**config.mk**
```make
export PLATFORM = sky130hd
export DESIGN_NAME = hazard_unit
export DESIGN_NICKNAME = d
export VERILOG_FILES = /design/src/rtl/hazard_unit.sv
export SDC_FILE = /design/constraint.sdc
export NUM_CORES = 1
export LEC_CHECK = 0
export BUFFER_PORTS_ARGS = -buffer_cell sky130_fd_sc_hd__buf_2
export CELL_PAD_IN_SITES_DETAIL_PLACEMENT = 2
export CELL_PAD_IN_SITES_GLOBAL_PLACEMENT = 2
export CORE_MARGIN = 8
export CORE_UTILIZATION = 39
export CTS_BUF_LIST = sky130_fd_sc_hd__clkbuf_4
export DETAILED_ROUTE_END_ITERATION = 6
export PLACE_DENSITY_LB_ADDON = 0.1
export SKIP_LAST_GASP = 1
export SYNTH_ARGS = -nofsm -noshare
export SYNTH_HDL_FRONTEND = slang
export SYNTH_SLANG_ARGS = --single-unit
```
**constraint.sdc**
```tcl
create_clock -name clk -period 3.5 [get_ports clk]
set_clock_uncertainty 0.05 [all_clocks]
set_input_delay 0.35 -clock clk [delete_from_list [all_inputs] [get_ports clk]]
set_output_delay 0.35 -clock clk [all_outputs]
set_load 0.01 [all_outputs]
```
**src/rtl/hazard_unit.sv**
```systemverilog
// Hazard control for a 5-stage pipeline: load-use stalls, branch flushes and E-stage forwarding.
// Shadow E/M/W destination tags mean only decode-stage inputs plus PCSrcE are needed.
module hazard_unit #(
    parameter int ADDR_WIDTH = 5,
    parameter int CNT_WIDTH  = 32
) (
    input  logic                  clk,
    input  logic                  rst_n,
    input  logic [ADDR_WIDTH-1:0] Rs1D,
    input  logic [ADDR_WIDTH-1:0] Rs2D,
    input  logic [ADDR_WIDTH-1:0] RdD,
    input  logic                  RegWriteD,
    input  logic                  LoadD,
    input  logic                  PCSrcE,
    output logic                  StallF,
    output logic                  StallD,
    output logic                  FlushD,
    output logic                  FlushE,
    output logic [1:0]            ForwardAE,
    output logic [1:0]            ForwardBE,
    output logic [CNT_WIDTH-1:0]  StallCount,
    output logic [CNT_WIDTH-1:0]  FlushCount
);

    logic [ADDR_WIDTH-1:0] rs1_e_reg, rs2_e_reg, rd_e_reg, rd_m_reg, rd_w_reg;
    logic                  regwrite_e_reg, load_e_reg, regwrite_m_reg, regwrite_w_reg;
    logic [CNT_WIDTH-1:0]  stall_count_reg, flush_count_reg;
    logic                  lw_stall;

    // The nearest older producer wins; x0 is never a forwarding source.
    function automatic logic [1:0] fwd_sel(input logic [ADDR_WIDTH-1:0] src);
        if (regwrite_m_reg && (rd_m_reg != '0) && (rd_m_reg == src))
            return 2'b10;
        else if (regwrite_w_reg && (rd_w_reg != '0) && (rd_w_reg == src))
            return 2'b01;
        else
            return 2'b00;
    endfunction

    assign lw_stall = load_e_reg && (rd_e_reg != '0) &&
                      ((rd_e_reg == Rs1D) || (rd_e_reg == Rs2D));

    assign StallF     = lw_stall && !PCSrcE;
    assign StallD     = lw_stall && !PCSrcE;
    assign FlushD     = PCSrcE;
    assign FlushE     = lw_stall || PCSrcE;
    assign ForwardAE  = fwd_sel(rs1_e_reg);
    assign ForwardBE  = fwd_sel(rs2_e_reg);
    assign StallCount = stall_count_reg;
    assign FlushCount = flush_count_reg;

    always_ff @(posedge clk or negedge rst_n) begin
        if (!rst_n) begin
            rs1_e_reg      <= '0;
            rs2_e_reg      <= '0;
            rd_e_reg       <= '0;
            regwrite_e_reg <= 1'b0;
            load_e_reg     <= 1'b0;
            rd_m_reg       <= '0;
            regwrite_m_reg <= 1'b0;
            rd_w_reg       <= '0;
            regwrite_w_reg <= 1'b0;
        end else begin
            // A flushed E slot becomes a bubble that writes nothing.
            if (FlushE) begin
                rs1_e_reg      <= '0;
                rs2_e_reg      <= '0;
                rd_e_reg       <= '0;
                regwrite_e_reg <= 1'b0;
                load_e_reg     <= 1'b0;
            end else begin
                rs1_e_reg      <= Rs1D;
                rs2_e_reg      <= Rs2D;
                rd_e_reg       <= RdD;
                regwrite_e_reg <= RegWriteD;
                load_e_reg     <= LoadD;
            end
            rd_m_reg       <= rd_e_reg;
            regwrite_m_reg <= regwrite_e_reg;
            rd_w_reg       <= rd_m_reg;
            regwrite_w_reg <= regwrite_m_reg;
        end
    end

    // Event counters stick at all-ones instead of wrapping.
    always_ff @(posedge clk or negedge rst_n) begin
        if (!rst_n) begin
            stall_count_reg <= '0;
            flush_count_reg <= '0;
        end else begin
            if (StallD && (stall_count_reg != '1))
                stall_count_reg <= stall_count_reg + CNT_WIDTH'(1);
            if (PCSrcE && (flush_count_reg != '1))
                flush_count_reg <= flush_count_reg + CNT_WIDTH'(1);
        end
    end

endmodule

```
# Word-level counts from Yosys, hierarchy flattened
# Cells that the tools add are included.
[word_totals]
in_bits = 20
elab_cells = 47
register_bits = 93
[op_classes]
muxes = 9
n_reduce_logical = 17
eq_ne = 8
add_sub_neg = 2
[ops]
columns = ["operator", "n"]
rows = [
  ["$add 32x1->32 const B", 2],
  ["$ne 32x32->1 const B", 2],
  ["$eq 5x5->1", 6],
  ["$mux 5", 3],
  ["$reduce_bool 5->1", 3],
  ["$logic_and 1x1->1", 11],
  ["$mux 1", 4],
  ["$mux 2", 2],
  ["$logic_or 1x1->1", 2],
  ["$logic_not 1->1", 1],
]

# Depth between registers and ports, before layout
[depth]
word_depth = 5
ltp_mapped = 8
mapped_depth_nobuf = 7

# Least setup slack after synthesis
# OpenSTA, ideal clock, no wires.
[synth_path]
kind = "register to register"
startpoint = "register stall_count_reg[0], in the netlist StallCount[0]"
endpoint = "register stall_count_reg[30], in the netlist StallCount[30]"
stages_incl_launch_ff = 8
arrival_ns = 2.151
path_slack_ns = 1.173
cell_sequence = "dfrtp_1 ha_1 nand2_1 or4_4 or3_4 nor4_4 nand4_1 xnor2_1"
[synth_between]
elab_chain_cells = 2
elab_cells_between_ends = 3
cone_classes = "add/sub: 1; eq/ne: 1; reduce/logical: 1"
[synth_rtl]
columns = ["item", "line_no", "source"]
rows = [
  ["from (decl)", "27", "logic [CNT_WIDTH-1:0] stall_count_reg, flush_count_reg;"],
  ["from (signal assigned)", "92", "stall_count_reg <= stall_count_reg + CNT_WIDTH'(1);"],
  ["parallel branches: the longest is 2 deep, another holds $add 32x1->32", "-", ""],
]
# Parallel ways; which one is timed is not known.
# A chain may end at the register's enable or synchronous reset.

# Final worst setup path
[layout_path]
startpoint = "register rd_e_reg[2]"
endpoint = "output port StallD"
[layout_between]
elab_chain_cells = 4
elab_cells_between_ends = 7
cone_classes = "eq/ne: 2; reduce/logical: 5"
[layout_rtl]
columns = ["item", "line_no", "source"]
rows = [
  ["from (decl)", "25", "logic [ADDR_WIDTH-1:0] rs1_e_reg, rs2_e_reg, rd_e_reg, rd_m_reg, rd_w_reg;"],
  ["from (signal assigned)", "74", "rd_e_reg <= RdD;"],
  ["$eq 5x5->1 or $reduce_bool 5->1 (tied branches)", "41, 40", ""],
  ["$logic_or 1x1->1 or $logic_and 1x1->1 (tied branches)", "41, 40", ""],
  ["$logic_and 1x1->1 *", "40", "assign lw_stall = load_e_reg && (rd_e_reg != '0) &&"],
  ["$logic_and 1x1->1 *", "44", "assign StallD = lw_stall && !PCSrcE;"],
  ["to (decl)", "16", "output logic StallD,"],
]
# Mark *: on every way between the ends. The rest lies on a longest branch, timed or not.

==> summary.md <==
| Metric | Value |
|---|---|
| Fin crit share | `87.2%` |
| Crit path launch type | `flop` |
| Cell mode on critical path | `nor3_1` |
| Non-filler instance count after layout | `632` |
| Worst r2r dst | `StallCount[18]` |
| R2R Setup Slk | `920 ps` |
| Min Tclk post-route | `3050 ps` |
| Peak supply drop | `0.221 mV` |
| Die height | `121 um` |
| Sequential fraction of the synthesis area | `54.2%` |
| Drt wl/cell | `18.9 um` |
| Setup WS pre-CTS | `869 ps` |
| P&R area growth vs syn | `18.8%` |
| WP data arrival | `2650 ps` |
| Final nets | `509` |
| Std cell rows | `38` |
| CP Capture Type | `primary output` |
| Worst skew pair latency | `430 ps` |
| Hold Path Class | `primary input to flop` |
| Hold_ws | `59.0 ps` |
| Hold Crit Depth | `2` |
| CP Cell Sequence | `xor2_1, nor3_1, a22oi_1, nor3_1, buf_2` |
| Final instance area | `0.00510 mm2` |
| Post-route ant nets | `0` |
| Crit Reg-Reg Startpoint | `StallCount[0]` |
| DRT Pass-1 Iters | `4` |
| WP buf/inv | `1` |
| Fill cell count | `1142` |
| Core box area | `0.0108 mm2` |
| Layout cells sized above 1 | `24.4%` |
| CTS clk-pin slew, worst paths | `140 ps` |
| Initial DRC Count | `115` |
| Syn. warnings | `0` |
| Worst hold path endpoint | `rd_e_reg[0]` |
| Htree depth | `3` |
| Post-synth cell types | `40` |
| Io pins | `92` |
| DRC Markers | `0` |
| Final Setup Violations | `0` |
| Utilization after layout | `47.3%` |
| Top delay family on crit path | `simple AND/OR/NAND/NOR gates` |
| Setup ws final | `447 ps` |
| Total track usage | `16.8%` |
| Starting Density | `39.8%` |
| Input/output buffers | `91` |
| First-pass GRT wire length | `19700 um` |
| Synth Instances | `386` |
| Final hold viol count | `0` |
| CTS tree | `yes` |
| Synth area leaders | `dfrtp_1 54%, xnor2_1 9.8%, xor2_1 8.2%` |
| Max-cap violations | `0` |
| Grt ovf | `0` |
| Slowest CP cell | `nor3_1` |
| Worst Tran Pin Value | `946 ps` |
| CTS sink count | `93` |
| CP Class | `flop to primary output` |
| Vias per cell | `5.18` |
| Slew margin rel. | `36.4%` |
| Status | `completed` |
| Number of global-route vias before repair | `3772` |
| Fmax | `328 MHz` |
| Final Wtd Congestion | `0.758` |
| Cell accounting for the most synthesized area | `dfrtp_1` |
| Die area | `0.0146 mm2` |
| Setup TNS | `0 ps` |
| Post-synthesis sequential element count | `93` |
| Syn Std Cell Area | `0.00430 mm2` |
| Clock Path Buffers | `2` |
| Total wire length | `11900 um` |
| Critical Path Fanout Max | `8` |
| Die X-Extent | `121 um` |
| CTS root buf | `clkbuf_4` |
| Postcts setup bufs | `0` |
| Largest net degree at the start of global routing | `94` |
| Worst EP required | `3100 ps` |
| Post-synth top area share | `54.2%` |
| Post-DP Area | `0.00494 mm2` |
| Synthesized net count | `408` |
| Slew Limit Fails | `0` |
| Syn Area/Cell | `11.1 um2` |
| Final Total Pwr | `2.13 mW` |
| Unrepaired setup endpoints after global routing | `false` |
| CTS buffer count | `9` |
| Hold path start | `RdD[0]` |
| Initial antenna violation count | `1` |
| R2r worst-path depth | `7` |
| Via count | `3271` |
| CP max stage delay | `840 ps` |
| Power per cell area | `417 mW/mm2` |
| Post-placement cell count | `615` |
| Leakage | `2.53 nW` |
| Hpwl dp | `8900 um` |
-- cells in the mapped netlist (all sizes together) --
| master | number |
|---|---|
| a211oi | 2 |
| a21oi | 2 |
| a22oi | 1 |
| a31oi | 1 |
| a41oi | 1 |
| and2 | 21 |
| and3 | 8 |
| and4 | 8 |
| buf | 3 |
| clkbuf | 3 |
| dfrtp | 93 |
| ha | 2 |
| inv | 9 |
| mux2 | 2 |
| nand2 | 27 |
| nand2b | 1 |
| nand3 | 29 |
| nand3b | 1 |
| nand4 | 21 |
| nor2 | 26 |
| nor2b | 1 |
| nor3 | 8 |
| nor4 | 11 |
| nor4b | 1 |
| o21ai | 4 |
| o311a | 1 |
| o41ai | 1 |
| or2 | 1 |
| or3 | 2 |
| or4 | 7 |
| xnor2 | 48 |
| xor2 | 40 |
-- worst max path at each step --
stage | endpoint | cells past startpoint | startpoint
final | StallD | 5 | rd_e_reg[2]
after global routing | StallD | 5 | rd_e_reg[2]
after CTS | StallD | 5 | rd_e_reg[3]
after detailed placement | StallD | 6 | Rs1D[2]
after global placement | StallF | 6 | Rs1D[2]
after floorplan | StallCount[30] | 7 | StallCount[0]
-- layer usage --
layer	up-vias	track usage, %	routed length [um]
li1	1542	-	-
met1	1653	20.7	5300
met2	60	28.7	6040
met3	16	2.93	381
met4	0	6.64	204
met5	-	0	0
-- cells by family (layout without fill, tap and decap cells) --
logic type / count (synthesis) / in the layout / synth area share [%]
mux: 2 / 2 / 0.524
other cells: 0 / 1 / 0
fa+ha+maj: 2 / 2 / 0.582
flops: 93 / 93 / 54.2
xor+xnor: 88 / 88 / 17.9
simple gates: 173 / 173 / 22.8
compound gates: 13 / 13 / 2.48
buf+inv: 15 / 120 / 1.51
-- power breakdown --
group          switching (mW)  internal, mW  total [mW]
combinational           0.148         0.109       0.258
clock                   0.360         0.291       0.651
sequential             0.0832          1.14        1.22
-- worst register-to-register path: stages, from the launching register on --
cell and delay [ps]:
dfrtp_1 430, ha_1 230, nand2_1 120, or4_4 560, or3_4 380, a211oi_4 390
nand3_1 160, xnor2_1 200
-- cell usage in the layout, fill, tap and decap left out, types with 6 or more instances in the layout --
master | synthesis | layout
or4_1 | 6 | 6
nand4_1 | 20 | 20
nor2_1 | 26 | 26
clkbuf_4 | 0 | 10
nand3_1 | 29 | 29
nand2_1 | 27 | 27
xor2_1 | 40 | 40
buf_2 | 1 | 90
and3_1 | 8 | 8
and4_1 | 8 | 8
inv_1 | 9 | 9
xnor2_1 | 48 | 48
nor4_1 | 9 | 9
dfrtp_1 | 93 | 93
nor3_1 | 8 | 8
and2_1 | 21 | 21
-- cell type report --
class                           count  area (um2)  area share (%)
Clock inverter                      5        76.3            1.50
Clock buffer                       10        75.1            1.47
Sequential cell                    93        2330            45.6
Tap cell                          140         175            3.43
Inverter                            9        33.8           0.662
Timing Repair Buffer               96         510            10.0
Antenna cell                        1        2.50          0.0490
Multi-Input combinational cell    278        1900            37.3
-- what timing repair did --
action                                 in CTS  in global routing
gates resized for setup                     0                  0
hold buffers                                1                  0
endpoints found under the hold margin      93                  0
(Power assumes the default switching activity.)
